--- src/rtl/tpu_stream_loader_if.sv ---
// Host-side bundle of the stream loader: command/status, load and unload
// streams, and the external ports of BRAM A and BRAM B.
interface tpu_stream_loader_if #(
    parameter int DWIDTH       = 8,
    parameter int MAT_MUL_SIZE = 4,
    parameter int AWIDTH       = 10,
    parameter int MASK_WIDTH   = 4
);
    localparam int W = MAT_MUL_SIZE * DWIDTH;

    logic              start;
    logic              dir;
    logic              sel;
    logic [AWIDTH-1:0] base_addr;
    logic [AWIDTH-1:0] num_words;
    logic              busy;
    logic              done;

    logic              s_valid;
    logic              s_ready;
    logic [W-1:0]      s_data;
    logic              m_valid;
    logic              m_ready;
    logic [W-1:0]      m_data;

    logic [AWIDTH-1:0]     bram_addr_a_ext;
    logic [W-1:0]          bram_wdata_a_ext;
    logic [MASK_WIDTH-1:0] bram_we_a_ext;
    logic [W-1:0]          bram_rdata_a_ext;
    logic [AWIDTH-1:0]     bram_addr_b_ext;
    logic [W-1:0]          bram_wdata_b_ext;
    logic [MASK_WIDTH-1:0] bram_we_b_ext;
    logic [W-1:0]          bram_rdata_b_ext;

    modport master (
        input  start, dir, sel, base_addr, num_words,
        input  s_valid, s_data, m_ready,
        input  bram_rdata_a_ext, bram_rdata_b_ext,
        output busy, done, s_ready, m_valid, m_data,
        output bram_addr_a_ext, bram_wdata_a_ext, bram_we_a_ext,
        output bram_addr_b_ext, bram_wdata_b_ext, bram_we_b_ext
    );

    modport slave (
        output start, dir, sel, base_addr, num_words,
        output s_valid, s_data, m_ready,
        output bram_rdata_a_ext, bram_rdata_b_ext,
        input  busy, done, s_ready, m_valid, m_data,
        input  bram_addr_a_ext, bram_wdata_a_ext, bram_we_a_ext,
        input  bram_addr_b_ext, bram_wdata_b_ext, bram_we_b_ext
    );
endinterface

--- src/rtl/tpu_stream_loader.sv ---
// Stream-to-BRAM loader/unloader: writes a valid/ready word stream into
// consecutive BRAM rows, or reads consecutive rows back out as a stream.
module tpu_stream_loader #(
    parameter int DWIDTH       = 8,
    parameter int MAT_MUL_SIZE = 4,
    parameter int AWIDTH       = 10,
    parameter int MASK_WIDTH   = 4,
    parameter int ADDR_STRIDE  = 4
) (
    input logic                clk,
    input logic                reset,
    tpu_stream_loader_if.master bus
);
    localparam int W          = MAT_MUL_SIZE * DWIDTH;
    localparam int FIFO_DEPTH = 4;

    typedef enum logic [1:0] {IDLE, LOAD, UNLOAD, FIN} state_t;

    state_t            state_q, state_d;
    logic              sel_q, sel_d;
    logic              busy_q, busy_d;
    logic              done_q, done_d;
    logic              s_ready_q, s_ready_d;
    logic [AWIDTH-1:0] cur_q, cur_d;
    logic [AWIDTH-1:0] cnt_q, cnt_d;
    logic [AWIDTH-1:0] iss_q, iss_d;
    logic [AWIDTH-1:0] addr_q, addr_d;
    logic [W-1:0]      wdata_q, wdata_d;
    logic              we_q, we_d;
    logic              rd_req_p0_q, rd_req_p0_d;
    logic              rd_req_p1_q, rd_req_p1_d;
    logic [1:0]        wr_ptr_q, wr_ptr_d;
    logic [1:0]        rd_ptr_q, rd_ptr_d;
    logic [2:0]        fcnt_q, fcnt_d;
    logic [W-1:0]      fifo_mem [FIFO_DEPTH];

    logic              s_hs, push, pop, room;
    logic [W-1:0]      rdata_sel;
    logic [AWIDTH-1:0] stride;

    assign stride    = AWIDTH'(ADDR_STRIDE);
    assign rdata_sel = sel_q ? bus.bram_rdata_b_ext : bus.bram_rdata_a_ext;
    assign s_hs      = bus.s_valid && s_ready_q;
    assign push      = rd_req_p1_q;
    assign pop       = (fcnt_q != 3'd0) && bus.m_ready;
    // Reads in flight already own a FIFO slot, so occupancy can never pass 4.
    assign room      = ({1'b0, fcnt_q} + 4'(rd_req_p0_q) + 4'(rd_req_p1_q)) < 4'(FIFO_DEPTH);

    always_comb begin
        state_d     = state_q;
        sel_d       = sel_q;
        busy_d      = busy_q;
        done_d      = 1'b0;
        s_ready_d   = s_ready_q;
        cur_d       = cur_q;
        cnt_d       = cnt_q;
        iss_d       = iss_q;
        addr_d      = addr_q;
        wdata_d     = '0;
        we_d        = 1'b0;
        rd_req_p0_d = 1'b0;
        rd_req_p1_d = rd_req_p0_q;
        wr_ptr_d    = wr_ptr_q + 2'(push);
        rd_ptr_d    = rd_ptr_q + 2'(pop);
        fcnt_d      = fcnt_q + 3'(push) - 3'(pop);
        unique case (state_q)
            IDLE: if (bus.start) begin
                sel_d = bus.sel;
                cur_d = bus.base_addr;
                cnt_d = bus.num_words;
                if (bus.num_words == '0) begin
                    state_d = FIN;
                    done_d  = 1'b1;
                end else if (!bus.dir) begin
                    state_d   = LOAD;
                    busy_d    = 1'b1;
                    s_ready_d = 1'b1;
                end else begin
                    // The first read goes out together with the command accept.
                    state_d     = UNLOAD;
                    busy_d      = 1'b1;
                    addr_d      = bus.base_addr;
                    rd_req_p0_d = 1'b1;
                    cur_d       = bus.base_addr + stride;
                    iss_d       = bus.num_words - AWIDTH'(1);
                end
            end
            LOAD: begin
                if (s_hs) begin
                    addr_d  = cur_q;
                    wdata_d = bus.s_data;
                    we_d    = 1'b1;
                    cur_d   = cur_q + stride;
                    cnt_d   = cnt_q - AWIDTH'(1);
                    if (cnt_q == AWIDTH'(1)) s_ready_d = 1'b0;
                end else if (!s_ready_q) begin
                    state_d = FIN;
                    done_d  = 1'b1;
                end
            end
            UNLOAD: begin
                if ((iss_q != '0) && room) begin
                    addr_d      = cur_q;
                    rd_req_p0_d = 1'b1;
                    cur_d       = cur_q + stride;
                    iss_d       = iss_q - AWIDTH'(1);
                end
                if (pop) begin
                    cnt_d = cnt_q - AWIDTH'(1);
                    if (cnt_q == AWIDTH'(1)) begin
                        state_d = FIN;
                        done_d  = 1'b1;
                    end
                end
            end
            FIN: begin
                busy_d  = 1'b0;
                state_d = IDLE;
            end
        endcase
    end

    always_ff @(posedge clk) begin
        if (reset) begin
            state_q     <= IDLE;
            sel_q       <= 1'b0;
            busy_q      <= 1'b0;
            done_q      <= 1'b0;
            s_ready_q   <= 1'b0;
            cur_q       <= '0;
            cnt_q       <= '0;
            iss_q       <= '0;
            addr_q      <= '0;
            wdata_q     <= '0;
            we_q        <= 1'b0;
            rd_req_p0_q <= 1'b0;
            rd_req_p1_q <= 1'b0;
            wr_ptr_q    <= '0;
            rd_ptr_q    <= '0;
            fcnt_q      <= '0;
        end else begin
            state_q     <= state_d;
            sel_q       <= sel_d;
            busy_q      <= busy_d;
            done_q      <= done_d;
            s_ready_q   <= s_ready_d;
            cur_q       <= cur_d;
            cnt_q       <= cnt_d;
            iss_q       <= iss_d;
            addr_q      <= addr_d;
            wdata_q     <= wdata_d;
            we_q        <= we_d;
            rd_req_p0_q <= rd_req_p0_d;
            rd_req_p1_q <= rd_req_p1_d;
            wr_ptr_q    <= wr_ptr_d;
            rd_ptr_q    <= rd_ptr_d;
            fcnt_q      <= fcnt_d;
        end
    end

    // Read data arrives one cycle after its address; capture it here.
    always_ff @(posedge clk) begin
        if (push) fifo_mem[wr_ptr_q] <= rdata_sel;
    end

    assign bus.busy    = busy_q;
    assign bus.done    = done_q;
    assign bus.s_ready = s_ready_q;
    assign bus.m_valid = (fcnt_q != 3'd0);
    assign bus.m_data  = (fcnt_q != 3'd0) ? fifo_mem[rd_ptr_q] : '0;

    assign bus.bram_addr_a_ext  = sel_q ? '0 : addr_q;
    assign bus.bram_wdata_a_ext = sel_q ? '0 : wdata_q;
    assign bus.bram_we_a_ext    = sel_q ? '0 : {MASK_WIDTH{we_q}};
    assign bus.bram_addr_b_ext  = sel_q ? addr_q : '0;
    assign bus.bram_wdata_b_ext = sel_q ? wdata_q : '0;
    assign bus.bram_we_b_ext    = sel_q ? {MASK_WIDTH{we_q}} : '0;
endmodule

--- src/flat_wrapper.sv ---
// flat-port wrapper written by rule: the top's interface ports become plain ports
module tpu_stream_loader_flat 
#(
    parameter int DWIDTH       = 8,
    parameter int MAT_MUL_SIZE = 4,
    parameter int AWIDTH       = 10,
    parameter int MASK_WIDTH   = 4,
    parameter int ADDR_STRIDE  = 4
)
  (clk, reset, bus_start, bus_dir, bus_sel, bus_base_addr, bus_num_words, bus_s_valid, bus_s_data, bus_m_ready, bus_bram_rdata_a_ext, bus_bram_rdata_b_ext, bus_busy, bus_done, bus_s_ready, bus_m_valid, bus_m_data, bus_bram_addr_a_ext, bus_bram_wdata_a_ext, bus_bram_we_a_ext, bus_bram_addr_b_ext, bus_bram_wdata_b_ext, bus_bram_we_b_ext);
  tpu_stream_loader_if #(.DWIDTH(DWIDTH), .MAT_MUL_SIZE(MAT_MUL_SIZE), .AWIDTH(AWIDTH), .MASK_WIDTH(MASK_WIDTH)) bus_i ();
  input logic clk;
  input logic reset;
  input wire logic [$bits(bus_i.start)-1:0] bus_start;
  input wire logic [$bits(bus_i.dir)-1:0] bus_dir;
  input wire logic [$bits(bus_i.sel)-1:0] bus_sel;
  input wire logic [$bits(bus_i.base_addr)-1:0] bus_base_addr;
  input wire logic [$bits(bus_i.num_words)-1:0] bus_num_words;
  input wire logic [$bits(bus_i.s_valid)-1:0] bus_s_valid;
  input wire logic [$bits(bus_i.s_data)-1:0] bus_s_data;
  input wire logic [$bits(bus_i.m_ready)-1:0] bus_m_ready;
  input wire logic [$bits(bus_i.bram_rdata_a_ext)-1:0] bus_bram_rdata_a_ext;
  input wire logic [$bits(bus_i.bram_rdata_b_ext)-1:0] bus_bram_rdata_b_ext;
  output wire logic [$bits(bus_i.busy)-1:0] bus_busy;
  output wire logic [$bits(bus_i.done)-1:0] bus_done;
  output wire logic [$bits(bus_i.s_ready)-1:0] bus_s_ready;
  output wire logic [$bits(bus_i.m_valid)-1:0] bus_m_valid;
  output wire logic [$bits(bus_i.m_data)-1:0] bus_m_data;
  output wire logic [$bits(bus_i.bram_addr_a_ext)-1:0] bus_bram_addr_a_ext;
  output wire logic [$bits(bus_i.bram_wdata_a_ext)-1:0] bus_bram_wdata_a_ext;
  output wire logic [$bits(bus_i.bram_we_a_ext)-1:0] bus_bram_we_a_ext;
  output wire logic [$bits(bus_i.bram_addr_b_ext)-1:0] bus_bram_addr_b_ext;
  output wire logic [$bits(bus_i.bram_wdata_b_ext)-1:0] bus_bram_wdata_b_ext;
  output wire logic [$bits(bus_i.bram_we_b_ext)-1:0] bus_bram_we_b_ext;
  assign bus_i.start = bus_start;
  assign bus_i.dir = bus_dir;
  assign bus_i.sel = bus_sel;
  assign bus_i.base_addr = bus_base_addr;
  assign bus_i.num_words = bus_num_words;
  assign bus_i.s_valid = bus_s_valid;
  assign bus_i.s_data = bus_s_data;
  assign bus_i.m_ready = bus_m_ready;
  assign bus_i.bram_rdata_a_ext = bus_bram_rdata_a_ext;
  assign bus_i.bram_rdata_b_ext = bus_bram_rdata_b_ext;
  assign bus_busy = bus_i.busy;
  assign bus_done = bus_i.done;
  assign bus_s_ready = bus_i.s_ready;
  assign bus_m_valid = bus_i.m_valid;
  assign bus_m_data = bus_i.m_data;
  assign bus_bram_addr_a_ext = bus_i.bram_addr_a_ext;
  assign bus_bram_wdata_a_ext = bus_i.bram_wdata_a_ext;
  assign bus_bram_we_a_ext = bus_i.bram_we_a_ext;
  assign bus_bram_addr_b_ext = bus_i.bram_addr_b_ext;
  assign bus_bram_wdata_b_ext = bus_i.bram_wdata_b_ext;
  assign bus_bram_we_b_ext = bus_i.bram_we_b_ext;
  tpu_stream_loader #(.DWIDTH(DWIDTH), .MAT_MUL_SIZE(MAT_MUL_SIZE), .AWIDTH(AWIDTH), .MASK_WIDTH(MASK_WIDTH), .ADDR_STRIDE(ADDR_STRIDE)) u_core (.clk(clk), .reset(reset), .bus(bus_i));
endmodule
--- config.mk ---
export PLATFORM = sky130hd
export DESIGN_NAME = tpu_stream_loader_flat
export DESIGN_NICKNAME = d
export VERILOG_FILES = /design/src/rtl/tpu_stream_loader_if.sv /design/src/rtl/tpu_stream_loader.sv /design/src/flat_wrapper.sv
export SDC_FILE = /design/constraint.sdc
export NUM_CORES = 1
export LEC_CHECK = 0
export ABC_AREA = 0
export BUFFER_PORTS_ARGS = -buffer_cell sky130_fd_sc_hd__buf_2
export CAP_MARGIN = 20
export CELL_PAD_IN_SITES_DETAIL_PLACEMENT = 1
export CELL_PAD_IN_SITES_GLOBAL_PLACEMENT = 2
export CORE_AREA = 2 2 170 172
export CTS_CLUSTER_DIAMETER = 30
export CTS_CLUSTER_SIZE = 10
export DETAILED_ROUTE_END_ITERATION = 10
export DIE_AREA = 0 0 172 174
export GPL_TIMING_DRIVEN = 1
export PLACE_DENSITY = 0.94
export SETUP_SLACK_MARGIN = 0.05
export SLEW_MARGIN = 20
export SYNTH_ARGS = -nofsm -noshare
export SYNTH_HDL_FRONTEND = slang
export SYNTH_SLANG_ARGS = --single-unit
export TNS_END_PERCENT = 5
--- constraint.sdc ---
create_clock -name clk -period 9.9 [get_ports clk]
set_input_delay 0 -clock clk [delete_from_list [all_inputs] [get_ports clk]]
set_output_delay 0 -clock clk [all_outputs]
set_load 0.005 [all_outputs]
==> metrics.txt <==
initial antenna violation count 4; IO Pins 251; area grow syn2layout 44.52%; # fillers 3044; multi-input logic area 0.004338 sq mm; Starting Density 36.36%; CTS buffer count 51; Peak VDD IR 141.8 uV; post-DR vias/cell 4.935; Top FF cell, synth edfxtp_1; CTS Sinks 216; Starting DRT DRC Count 464; most frequent cells in the layout buf_2 (250), edfxtp_1 (128), dlygate4sd3_1 (122); sequential standard cell area 0.005610 sq mm; Die Area 0.02993 sq mm; RSZ-0062 raised after global routing no; worst-path fanout max 11; Final Hold Viols 0; DR DRC count 0; Post-synth EDFFs 128; Ys Warns 0; post-layout util 52.54%; leak pwr 0.006012 uW; Final Power 3941 uW; Syn Area/Cell 11.91 sq um; post-synthesis sequential area ratio 54.60%; Post-Synthesis Cells 862; CTS Root Cell clkbuf_16; Setup TNS 0 ns; status complete, no violations; max_slew headroom 33.98%; flops & latches, synth 216; critical path class reg2reg; DR vias 8252; first-pass GRT wire length 49780 um; vias in the first global route 9009; nets@finish 1383; Clk pin slew, worst setup/hold paths 0.04 ns; Die H 174 um; syn_nets 1003; first-pass iteration count of the detailed router 4; Slew Viols, Final 0; Yosys cell types 68; fmax 341.6 MHz; H-Tree Depth 2; Synth Cell Area 0.01027 sq mm; Tcrit/Tclk final 29.57%; die width 172 um; Tmin final 2.928 ns; Max-cap violations 0; most common cell after layout, fill and taps aside buf_2; CP startpoint kind flip-flop; worst hold path class in2reg; CP Data Arrival Time 3.38 ns; CTS tree done; Cell Pwr Density 265.6 mW/mm^2; largest net degree at the start of global routing 94; setup violators final 0; Setup Buffers After CTS 0; Port Buffers 250; GRT Total Usage 21.44%; GR Overflow Total 0; layout cells sized above 1 34.03%; Clock Latency Late Sink 0.54 ns; critical path data required time 10.35 ns; worst clock skew 0.03250 ns; clk buf depth 3; Row Count 62; Worst Tran Pin Value 0.9827 ns; post-DP HPWL 19470 um; Core ar. 0.02824 sq mm; Post-DRT Antenna Nets 0; Synth async-reset ratio 0%; DRT Wirelength 32230 um; Crit. End Element flip-flop; Routed wire per std cell 19.28 um; Placer Congestion 0.8071
## synthesized netlist by cell type (10+ instances only)
cell type | count | area share (%)
nor2b_1 | 83 | 5.1
nor2_1 | 54 | 2.0
dfxtp_1 | 88 | 17
mux2i_1 | 14 | 1.4
mux2_2 | 34 | 3.7
mux4_2 | 32 | 7.0
buf_4 | 10 | 0.73
clkbuf_1 | 30 | 1.1
ha_1 | 17 | 2.1
nand3_1 | 11 | 0.54
a31oi_1 | 11 | 0.67
edfxtp_1 | 128 | 37
and2_1 | 75 | 4.6
nand2_1 | 48 | 1.8
nor3_1 | 19 | 0.93
inv_1 | 17 | 0.62
a211oi_1 | 18 | 1.3
o21ai_0 | 25 | 1.2
a21oi_1 | 36 | 1.8
buf_2 | 11 | 0.54
## worst max-delay path: stages, from the launching register on
cell and delay, ns:
dfxtp_1 0.34, inv_1 0.12, ha_1 0.45, nand2_1 0.17
nor3_1 0.78, nand3_1 0.19, dlygate4sd3_1 0.64, a21oi_1 0.14
## sequential cells by signal, indices dropped and copies added, names as in the netlist, 2 cells and up
register,flops
u_core.fcnt_q,3
u_core.cnt_q,10
u_core.rd_ptr_q,2
u_core.wr_ptr_q,2
u_core.iss_q,10
u_core.addr_q,10
u_core.cur_q,10
u_core.state_q,2
u_core.fifo_mem,128
u_core.wdata_q,32
## cell type report
cell class | count | area share [%]
clock buffer | 72 | 9.884
multi-input combinational | 569 | 29.24
sequential | 216 | 37.81
inverter | 20 | 0.5060
tap | 384 | 3.238
antenna | 4 | 0.06747
clock inverter | 23 | 1.982
timing repair buffer | 384 | 17.27
## layer usage
layer	vias up	wire length, um	share of wire, %	track usage (%)
met5	-	0	0	0
met4	0	908	2.8	7.738
met3	66	1759	5.5	4.189
met2	250	16520	51	38.14
met1	4018	13040	40	25.56
li1	3918	-	-	-
## power by group
part | switching [uW] | internal, uW
clock | 505 | 1180
combinational | 625 | 487
sequential | 90.7 | 1060
## timing repair
action / 4_1_cts / 5_1_grt
hold endpoints to repair: 201 / 0
hold buffers: 122 / 0
resized for setup: 0 / 0
## worst paths after layout
path	startpoint	endpoint	slack [ns]	cells after the start
min reg2reg	u_core.rd_req_p0_q$_SDFF_PP0_	u_core.push$_SDFF_PP0_	0.49	1
max	u_core.state_q[0]$_SDFFE_PP0P_	u_core.iss_q[9]$_SDFFE_PP0P_	6.97	7
max reg2reg	u_core.state_q[0]$_SDFFE_PP0P_	u_core.iss_q[9]$_SDFFE_PP0P_	6.97	7
min	bus_num_words[2]	u_core.cnt_q[2]$_SDFFE_PP0P_	0.05	4
## logic make-up after synthesis
group | share of synthesized area (%)
flip-flops | 54.60
AO/OA/AOI/OAI | 8.531
buffers and inverters | 3.388
multiplexers | 12.11
XOR/XNOR | 0.8531
AND/OR/NAND/NOR | 18.25
adder cells (fa/ha/maj) | 2.267
## through the flow
step | cells | hold WS (ns) | area, sq um | setup WS [ns]
floorplan | 862 | 0.1217 | 10270 | 6.616
detailed placement | 1451 | 0.2038 | 11850 | 7.160
global placement | 1451 | 0.1983 | 11840 | 7.108
finish | 1672 | 0.04591 | 14840 | 6.972
global route | 1672 | 0.07320 | 14840 | 6.734
CTS | 1668 | 0.007172 | 14830 | 6.995
(Power assumes the default switching activity.)
